===== src/rtl/instruction_decode_stage_if.sv =====
// Handshake and decoded-bundle bundle for the instruction decode stage.
// The upstream side presents instruction_word_i/pc_i with in_valid_i and
// sees in_ready_o; the downstream side sees the registered decode bundle
// with out_valid_o and answers with out_ready_i.
interface instruction_decode_stage_if #(
  parameter int XLEN = 32
);
  logic            in_valid_i;
  logic            in_ready_o;
  logic [31:0]     instruction_word_i;
  logic [XLEN-1:0] pc_i;
  logic            flush_i;
  logic            out_valid_o;
  logic            out_ready_i;
  logic [6:0]      opcode_o;
  logic [4:0]      rd_o;
  logic [2:0]      funct3_o;
  logic [4:0]      rs1_o;
  logic [4:0]      rs2_o;
  logic [6:0]      funct7_o;
  logic [XLEN-1:0] imm_o;
  logic [XLEN-1:0] pc_o;
  logic            illegal_o;

  // Decode stage side.
  modport slave (
    input  in_valid_i, instruction_word_i, pc_i, flush_i, out_ready_i,
    output in_ready_o, out_valid_o, opcode_o, rd_o, funct3_o, rs1_o,
           rs2_o, funct7_o, imm_o, pc_o, illegal_o
  );

  // Fetch / consumer side (driver of the stage inputs).
  modport master (
    output in_valid_i, instruction_word_i, pc_i, flush_i, out_ready_i,
    input  in_ready_o, out_valid_o, opcode_o, rd_o, funct3_o, rs1_o,
           rs2_o, funct7_o, imm_o, pc_o, illegal_o
  );
endinterface


===== src/rtl/instruction_decode_stage.sv =====
// RV32I instruction decode stage: one pipeline register holding the decoded
// fields, sign-extended immediate and PC, with a valid/ready handshake on
// both sides and a flush that drops the held and incoming instruction.
// Optional feature macro DECODE_ILLEGAL_TRAP_EN: when defined, illegal
// words raise illegal_o and are replaced by a NOP bundle (pc kept); when
// undefined, illegal_o stays 0 and words pass through with raw slicing.
module instruction_decode_stage #(
  parameter int XLEN = 32
) (
  input  logic                     clk_i,
  input  logic                     rst_i,
  instruction_decode_stage_if.slave bus
);

  localparam logic [6:0] OPC_LUI      = 7'b0110111;
  localparam logic [6:0] OPC_AUIPC    = 7'b0010111;
  localparam logic [6:0] OPC_JAL      = 7'b1101111;
  localparam logic [6:0] OPC_JALR     = 7'b1100111;
  localparam logic [6:0] OPC_BRANCH   = 7'b1100011;
  localparam logic [6:0] OPC_LOAD     = 7'b0000011;
  localparam logic [6:0] OPC_STORE    = 7'b0100011;
  localparam logic [6:0] OPC_OP_IMM   = 7'b0010011;
  localparam logic [6:0] OPC_OP       = 7'b0110011;
  localparam logic [6:0] OPC_MISC_MEM = 7'b0001111;
  localparam logic [6:0] OPC_SYSTEM   = 7'b1110011;

`ifdef DECODE_ILLEGAL_TRAP_EN
  localparam bit TRAP_EN = 1'b1;
`else
  localparam bit TRAP_EN = 1'b0;
`endif

  typedef enum logic {S_EMPTY, S_FULL} state_t;

  state_t state_reg, state_next;

  logic [31:0] word;
  logic        accept;

  logic [6:0]  opcode_next;
  logic [4:0]  rd_next;
  logic [2:0]  funct3_next;
  logic [4:0]  rs1_next;
  logic [4:0]  rs2_next;
  logic [6:0]  funct7_next;
  logic [31:0] imm32_next;
  logic        decode_illegal;
  logic        illegal_next;
  logic [XLEN-1:0] imm_ext;

  logic [6:0]      opcode_reg;
  logic [4:0]      rd_reg;
  logic [2:0]      funct3_reg;
  logic [4:0]      rs1_reg;
  logic [4:0]      rs2_reg;
  logic [6:0]      funct7_reg;
  logic [XLEN-1:0] imm_reg;
  logic [XLEN-1:0] pc_reg;
  logic            illegal_reg;

  assign word = bus.instruction_word_i;

  // Ready looks only at the output side so upstream never sees a loop
  // through in_valid_i; a flush still suppresses the capture below.
  assign bus.in_ready_o  = (state_reg == S_EMPTY) || bus.out_ready_i;
  assign bus.out_valid_o = (state_reg == S_FULL);
  assign accept          = bus.in_valid_i && bus.in_ready_o && !bus.flush_i;

  // Valid-flag state register.
  always_ff @(posedge clk_i) begin
    if (rst_i) begin
      state_reg <= S_EMPTY;
    end else begin
      state_reg <= state_next;
    end
  end

  // Next valid state: flush beats load, load beats drain.
  always_comb begin
    state_next = state_reg;
    if (bus.flush_i) begin
      state_next = S_EMPTY;
    end else if (accept) begin
      state_next = S_FULL;
    end else if (bus.out_ready_i) begin
      state_next = S_EMPTY;
    end
  end

  // Field slicing, operand masking, immediate formation and legality check.
  always_comb begin
    opcode_next    = word[6:0];
    rd_next        = word[11:7];
    funct3_next    = word[14:12];
    rs1_next       = word[19:15];
    rs2_next       = word[24:20];
    funct7_next    = word[31:25];
    imm32_next     = '0;
    decode_illegal = 1'b0;

    case (word[6:0])
      OPC_LUI, OPC_AUIPC: begin
        rs1_next   = '0;
        imm32_next = {word[31:12], 12'b0};
      end
      OPC_JAL: begin
        rs1_next   = '0;
        imm32_next = {{11{word[31]}}, word[31], word[19:12], word[20],
                      word[30:21], 1'b0};
      end
      OPC_JALR: begin
        imm32_next     = {{20{word[31]}}, word[31:20]};
        decode_illegal = (word[14:12] != 3'b000);
      end
      OPC_BRANCH: begin
        rd_next    = '0;
        imm32_next = {{19{word[31]}}, word[31], word[7], word[30:25],
                      word[11:8], 1'b0};
      end
      OPC_LOAD, OPC_OP_IMM, OPC_SYSTEM: begin
        imm32_next = {{20{word[31]}}, word[31:20]};
      end
      OPC_STORE: begin
        rd_next    = '0;
        imm32_next = {{20{word[31]}}, word[31:25], word[11:7]};
      end
      OPC_OP, OPC_MISC_MEM: begin
        imm32_next = '0;
      end
      default: begin
        decode_illegal = 1'b1;
      end
    endcase

    // Only register-register, store and branch formats read rs2.
    if (!((word[6:0] == OPC_OP) || (word[6:0] == OPC_STORE) ||
          (word[6:0] == OPC_BRANCH))) begin
      rs2_next = '0;
    end

    // Compressed/non-32-bit encodings are never legal here.
    if (word[1:0] != 2'b11) begin
      decode_illegal = 1'b1;
    end

    // With trapping enabled an illegal word becomes addi x0,x0,0.
    illegal_next = TRAP_EN && decode_illegal;
    if (illegal_next) begin
      opcode_next = OPC_OP_IMM;
      rd_next     = '0;
      funct3_next = '0;
      rs1_next    = '0;
      rs2_next    = '0;
      funct7_next = '0;
      imm32_next  = '0;
    end
  end

  // Sign-extend the 32-bit immediate to XLEN by replicating bit 31.
  assign imm_ext[31:0] = imm32_next;
  generate
    for (genvar gi = 32; gi < XLEN; gi++) begin : g_sext
      assign imm_ext[gi] = imm32_next[31];
    end
  endgenerate

  // Bundle register: loads only on an accepted transfer, holds otherwise.
  always_ff @(posedge clk_i) begin
    if (rst_i) begin
      opcode_reg  <= '0;
      rd_reg      <= '0;
      funct3_reg  <= '0;
      rs1_reg     <= '0;
      rs2_reg     <= '0;
      funct7_reg  <= '0;
      imm_reg     <= '0;
      pc_reg      <= '0;
      illegal_reg <= 1'b0;
    end else if (accept) begin
      opcode_reg  <= opcode_next;
      rd_reg      <= rd_next;
      funct3_reg  <= funct3_next;
      rs1_reg     <= rs1_next;
      rs2_reg     <= rs2_next;
      funct7_reg  <= funct7_next;
      imm_reg     <= imm_ext;
      pc_reg      <= bus.pc_i;
      illegal_reg <= illegal_next;
    end
  end

  assign bus.opcode_o  = opcode_reg;
  assign bus.rd_o      = rd_reg;
  assign bus.funct3_o  = funct3_reg;
  assign bus.rs1_o     = rs1_reg;
  assign bus.rs2_o     = rs2_reg;
  assign bus.funct7_o  = funct7_reg;
  assign bus.imm_o     = imm_reg;
  assign bus.pc_o      = pc_reg;
  assign bus.illegal_o = illegal_reg;

endmodule


===== src/flat_wrapper.sv =====
// flat-port wrapper written by rule: the top's interface ports become plain ports
module instruction_decode_stage_flat 
#(
  parameter int XLEN = 32
)
  (clk_i, rst_i, bus_in_valid_i, bus_instruction_word_i, bus_pc_i, bus_flush_i, bus_out_ready_i, bus_in_ready_o, bus_out_valid_o, bus_opcode_o, bus_rd_o, bus_funct3_o, bus_rs1_o, bus_rs2_o, bus_funct7_o, bus_imm_o, bus_pc_o, bus_illegal_o);
  instruction_decode_stage_if #(.XLEN(XLEN)) bus_i ();
  input  logic clk_i;
  input  logic rst_i;
  input wire logic [$bits(bus_i.in_valid_i)-1:0] bus_in_valid_i;
  input wire logic [$bits(bus_i.instruction_word_i)-1:0] bus_instruction_word_i;
  input wire logic [$bits(bus_i.pc_i)-1:0] bus_pc_i;
  input wire logic [$bits(bus_i.flush_i)-1:0] bus_flush_i;
  input wire logic [$bits(bus_i.out_ready_i)-1:0] bus_out_ready_i;
  output wire logic [$bits(bus_i.in_ready_o)-1:0] bus_in_ready_o;
  output wire logic [$bits(bus_i.out_valid_o)-1:0] bus_out_valid_o;
  output wire logic [$bits(bus_i.opcode_o)-1:0] bus_opcode_o;
  output wire logic [$bits(bus_i.rd_o)-1:0] bus_rd_o;
  output wire logic [$bits(bus_i.funct3_o)-1:0] bus_funct3_o;
  output wire logic [$bits(bus_i.rs1_o)-1:0] bus_rs1_o;
  output wire logic [$bits(bus_i.rs2_o)-1:0] bus_rs2_o;
  output wire logic [$bits(bus_i.funct7_o)-1:0] bus_funct7_o;
  output wire logic [$bits(bus_i.imm_o)-1:0] bus_imm_o;
  output wire logic [$bits(bus_i.pc_o)-1:0] bus_pc_o;
  output wire logic [$bits(bus_i.illegal_o)-1:0] bus_illegal_o;
  assign bus_i.in_valid_i = bus_in_valid_i;
  assign bus_i.instruction_word_i = bus_instruction_word_i;
  assign bus_i.pc_i = bus_pc_i;
  assign bus_i.flush_i = bus_flush_i;
  assign bus_i.out_ready_i = bus_out_ready_i;
  assign bus_in_ready_o = bus_i.in_ready_o;
  assign bus_out_valid_o = bus_i.out_valid_o;
  assign bus_opcode_o = bus_i.opcode_o;
  assign bus_rd_o = bus_i.rd_o;
  assign bus_funct3_o = bus_i.funct3_o;
  assign bus_rs1_o = bus_i.rs1_o;
  assign bus_rs2_o = bus_i.rs2_o;
  assign bus_funct7_o = bus_i.funct7_o;
  assign bus_imm_o = bus_i.imm_o;
  assign bus_pc_o = bus_i.pc_o;
  assign bus_illegal_o = bus_i.illegal_o;
  instruction_decode_stage #(.XLEN(XLEN)) u_core (.clk_i(clk_i), .rst_i(rst_i), .bus(bus_i));
endmodule

===== config.mk =====
export PLATFORM = sky130hd
export DESIGN_NAME = instruction_decode_stage_flat
export DESIGN_NICKNAME = d
export VERILOG_FILES = /design/src/rtl/instruction_decode_stage_if.sv /design/src/rtl/instruction_decode_stage.sv /design/src/flat_wrapper.sv
export SDC_FILE = /design/constraint.sdc
export NUM_CORES = 1
export LEC_CHECK = 0
export ABC_AREA = 1
export ABC_CLOCK_PERIOD_IN_PS = 2300
export CELL_PAD_IN_SITES_DETAIL_PLACEMENT = 0
export CELL_PAD_IN_SITES_GLOBAL_PLACEMENT = 1
export CORE_AREA = 2 2 147 92
export DETAILED_ROUTE_END_ITERATION = 8
export DIE_AREA = 0 0 149 94
export GPL_TIMING_DRIVEN = 0
export PLACE_DENSITY = 0.83
export RECOVER_POWER = 50
export SLEW_MARGIN = 20
export SYNTH_ARGS = -nofsm -noshare
export SYNTH_HDL_FRONTEND = slang
export SYNTH_SLANG_ARGS = --single-unit

===== constraint.sdc =====
create_clock -name clk_i -period 2.3 [get_ports clk_i]
set_input_delay 0.46 -clock clk_i [delete_from_list [all_inputs] [get_ports clk_i]]
set_output_delay 0.46 -clock clk_i [all_outputs]
set_load 0.03 [all_outputs]

## Word-level counts from Yosys, hierarchy flattened

Cells that the tools add are included.

- Equal/unequal tests: 10
- Bitwise operators: 1
- Mux-type cells: 6
- Div/mod/pow operators: 0
- Reductions and logical operators: 12
- Multiply operators: 0
- Add/subtract/negate cells: 0
- Magnitude comparators: 0
- Shifts and indexed selects: 0

Operators with widths:

| kind | number |
|---|---|
| 32-bit one-hot mux with 5 select lines | 1 |
| 7-bit equality test, second input constant | 4 |
| 7-bit by 6-bit equality test with 1-bit output, second input constant | 3 |
| 5-bit two-way mux | 3 |
| 7-bit by 5-bit equality test with 1-bit output, second input constant | 2 |
| 7-bit by 2-bit equality test with 1-bit output, second input constant | 1 |
| 2-bit OR reduction | 3 |
| 4-bit OR reduction | 1 |
| 1-bit logical OR | 3 |
| 3-bit OR reduction | 1 |
| 1-bit logical AND | 2 |
| 1-bit two-way mux | 2 |
| 2-bit nonzero test | 1 |
| 1-bit zero test | 1 |
| 1-bit NOT | 1 |

- Memories kept: 0
- Register bits: 97
- Bits in read-only memories: 0
- RAM bits: 0
- Logic and storage cells: 38
- Output and inout port bits: 99
- Latch bits: 0
- Bits of input ports: 69

## Longest topological paths before layout

- Depth in word-level cells: 5
- Mapped depth: 10

## Worst setup path after synthesis

OpenSTA, ideal clock, no wires.

- Path type: reg-to-reg
- Start point: reg u_core.state_reg, in the netlist u_core.bus.out_valid_o
- End point: reg u_core.imm_reg[21], in the netlist u_core.bus.imm_o[21]
- Cell stages (with the launch flop): 8
- Path slack: 0.861 ns
- Setup time: 0.071 ns
- Required time: 2.229 ns
- Arrival: 1.368 ns
- Clock period less this slack: 1.439 ns
- Cell sequence: dfxtp_1 -> inv_1 -> nor2_1 -> nor3_4 -> inv_2 -> clkbuf_1 -> nand2_1 -> a21oi_2

- Word-level cells in the longest chain between the ends: 4

RTL lines:

| element | RTL line | RTL |
|---|---|---|
| start, declared | instruction_decode_stage.sv:35 | `state_t state_reg, state_next;` |
| start signal, assigned | instruction_decode_stage.sv:74 | `state_reg <= state_next;` |
| 1-bit NOT | instruction_decode_stage.sv:65 | `assign bus.in_ready_o = (state_reg == S_EMPTY) \|\| bus.out_ready_i;` |
| 1-bit logical OR | instruction_decode_stage.sv:65 |  |
| 1-bit logical AND (2 in a row) | instruction_decode_stage.sv:67 | `assign accept = bus.in_valid_i && bus.in_ready_o && !bus.flush_i;` |
| end signal, assigned | instruction_decode_stage.sv:186 | `imm_reg <= imm_ext;` |
| end, declared | instruction_decode_stage.sv:57 | `logic [XLEN-1:0] imm_reg;` |

Every way passes these cells.
A chain may end at the register's enable or synchronous reset.

## Worst setup path after layout

- Start point: in bus_out_ready_i
- End point: out bus_in_ready_o

- Word-level cells in the longest chain between the ends: 1

RTL lines:

| element | RTL line | RTL |
|---|---|---|
| start, declared | flat_wrapper.sv:14 | `input wire logic [$bits(bus_i.out_ready_i)-1:0] bus_out_ready_i;` |
| 1-bit logical OR | instruction_decode_stage.sv:65 |  |
| end, declared | flat_wrapper.sv:15 | `output wire logic [$bits(bus_i.in_ready_o)-1:0] bus_in_ready_o;` |

Every way passes these cells.

==> results.cfg <==
[status]
status = completed

[setup_path]
cpPeakStageDelay_ps = 530
cp_num_buf_inv = 3
crit_required_ps = 1840
worst-r2r-cell-count = 8
start_kind = primary input
critPathKind = primary input to primary output
worstPathArrival_ps = 1580
critPathMaxFanout = 2
cp_num_cells = 4
worst-r2r-setup-slack_ps = 620
cp-endpoint = bus_in_ready_o
crit_path_cell_trace = dlygate4sd3_1, nor2_1, inv_1, dlymetal6s2s_1
crit_slowest_cell = dlygate4sd3_1
r2r_start = u_core.bus.out_valid_o
timing.rr.end = u_core.bus.rd_o[2]
path_delay_family = buffers and inverters
critical_path.startpoint = bus_out_ready_i
worst_setup_path_end_kind = primary output

[pwr]
ir_worst_vdd_mv = 0.347
p_total_mw = 4.16
pwr-share-comb_pct = 15.8
powerDensity_mw_per_mm2 = 675
p_switching_mw = 1.06
switching_share_pct = 25.4
clock_power_share_pct = 41.2
p_int_mw = 3.11
seq_power_share_pct = 43.0
leakage_nw = 2.74

[cells_and_area]
layout.nets = 766
fillers = 1222
finalNonFillerCells = 871
area_growth_pct = 55.8
antennaDiodeCount = 0
layout-drive-gt1-share_pct = 10.1
final_util_pct = 49.1

[synthesis]
synth.avg_cell_area_um2 = 7.60
ys.warnings.count = 0
yosysSeqAreaShare_pct = 49.0
yosysTopAreaCellShare_pct = 49.0
synth_top_family_by_area = simple AND/OR/NAND/NOR gates
synthSimpleGateAreaFrac_pct = 29.4
synth-compound-area-share_pct = 15.6
synth_mux_area_share_pct = 0
ys_seq_elements = 97
synth_flop_cell = dfxtp_1
async_flop_share_pct = 0
syn_area_mm2 = 0.00396
synth_area_leaders = dfxtp_1 49%, nand2_1 11%, nor2_1 7.9%, o21ai_0 6.7%, a21oi_1 6.1%
synthXorXnorAreaFrac_pct = 0
synthCells = 521
syn_nets = 590
yosys.area.top_type = dfxtp_1
ys_top_cells_by_count = 119 x nand2_1, 97 x dfxtp_1, 83 x nor2_1
yosys.cell_count.top_type = nand2_1
ys_types = 23
synthAdderAreaFrac_pct = 0
synth_edf_count = 0

[grt]
antenna_found_initial = 0
grt-ovfl-total = 0
grt_pass1_vias = 3928
grt_util_met1_pct = 26.3
grt.busiest_layer = met2
grt_usage_pct = 19.1
grt_pass1_wl_mm = 20.7
use_met3_pct = 6.12
grt_max_degree = 16
use_met2_pct = 29.3

[hold_path]
holdCritPathClass = register to register
min_from = u_core.bus.funct7_o[1]

[sta]
rsz0062_at_grt = no
slew_viol_final = 0
maxSlewHeadroom_pct = 53.7
worst_pin_slew_ps = 689
setup_viol = 0
finalCritPeriodShare_pct = 88.7
hold_viol = 0
layout_min_cycle_time_ps = 2040
finalSetupTns_ps = 0
fmax_mhz = 490
holdWs_ps = 458
skew_ps = 1.80

[clock_tree]
cts_sinks = 97
clk_pin_slew_ps = 60
h-tree-depth = 3
cts_setup_buffers = 0
holdBufCountCts = 0
worstSkewPairLatency_ps = 340
cts_made_buffers = 9
cts_tree = done
clk_path_buf_depth = 2
cts_root_buf = clkbuf_16

[floorplanning]
start_util_pct = 31.5
core_area_mm2 = 0.0126
die_area_mm2 = 0.0140
die_x_um = 149
rows = 32
io_pins = 168
die_h_um = 94

[routing]
first_iter_violations = 184
num_vias = 4044
wl_per_cell_um = 15.2
vias_per_cell = 4.64
routed_wl_mm = 13.2
drt-pass1-iter-count = 5
post-route-drc-count = 0
ant_nets = 0

[place]
placedCellCount = 856
portBuffers = 165
dp_hpwl_mm = 10.2
routabilityCongestion = 0.815

[flow_run]
maxCapViolCount = 0
[worst min-delay path by stage]
stage / cells past startpoint / slack, ps / to
3_3_place_gp: 2 / 450 / u_core.bus.funct7_o[6]
3_5_place_dp: 2 / 460 / u_core.bus.funct7_o[4]
2_1_floorplan: 1 / 540 / u_core.bus.out_valid_o
5_1_grt: 2 / 480 / u_core.bus.funct7_o[3]
4_1_cts: 2 / 460 / u_core.bus.funct7_o[1]
6_report: 2 / 460 / u_core.bus.funct7_o[1]
[flip-flops by register name (all words and copies together) (netlist names)]
register / flops
u_core.bus.pc_o: 32
u_core.bus.rd_o: 5
u_core.bus.out_valid_o: 1
u_core.bus.imm_o: 32
u_core.bus.funct3_o: 3
u_core.bus.rs2_o: 5
u_core.bus.rs1_o: 5
u_core.bus.opcode_o: 7
u_core.bus.funct7_o: 7
[layout by cell type, fill, tap and decap left out, types with 6 or more instances in the layout]
master / instances
a21oi_1: 48
a21oi_2: 11
buf_2: 6
clkbuf_1: 20
clkbuf_16: 9
clkdlybuf4s50_1: 81
dfxtp_1: 97
dlygate4sd3_1: 83
inv_1: 9
nand2_1: 119
nand2_2: 8
nand3_1: 31
nand3_2: 13
nor2_1: 83
o21ai_0: 53
[metrics by stage]
step / worst slack (ps) / area (um2)
finish: 259 / 6170
CTS: 35.0 / 6170
global placement: 38.8 / 5820
detailed placement: 27.7 / 5820
floorplan: 861 / 3960
global route: 134 / 6170
[final cells by class]
cell class              count  area [um2]  share of cell area (%)
inverters                  13        48.8                   0.791
plain buffers              35         181                    2.94
flip-flops and latches     97        1940                    31.5
repair buffers            165        1650                    26.8
clock buffers              10         239                    3.87
well taps                 170         213                    3.45
multi-input cells         376        1790                    29.0
clock inverters             5         104                    1.68
[power by group through the flow]
stage	logic (mW)	registers (mW)	clock network [mW]
2_1_floorplan	0.187	1.97	0
3_3_place_gp	0.671	1.82	0
3_5_place_dp	0.681	1.83	0
4_1_cts	0.684	1.79	1.77
5_1_grt	0.711	1.79	1.83
6_report	0.658	1.79	1.72
[layer usage]
layer / vias up / wire (um)
met1: 1850 / 6530
met5: - / 0
met2: 146 / 5530
met3: 5 / 1110
met4: 0 / 70
li1: 2043 / -
[cell families after synthesis]
family                 count (synthesis)
and+or+nand+nor                      261
buffers and inverters                 48
other                                  1
DFF                                   97
AOI/OAI and AO/OA                    114
[tightest hold or removal path, delay by kind of cell, from the launching register on]
family	cells	cell delay, ps
AO/OA/AOI/OAI	1	50
AND/OR/NAND/NOR	1	60
flip-flops	1	300
[what timing repair did]
action | in CTS | in global routing
endpoints found under the hold margin | 0 | 0
setup endpoints to repair | 0 | 1
gates resized for setup | 0 | 1
(Power assumes the default switching activity.)
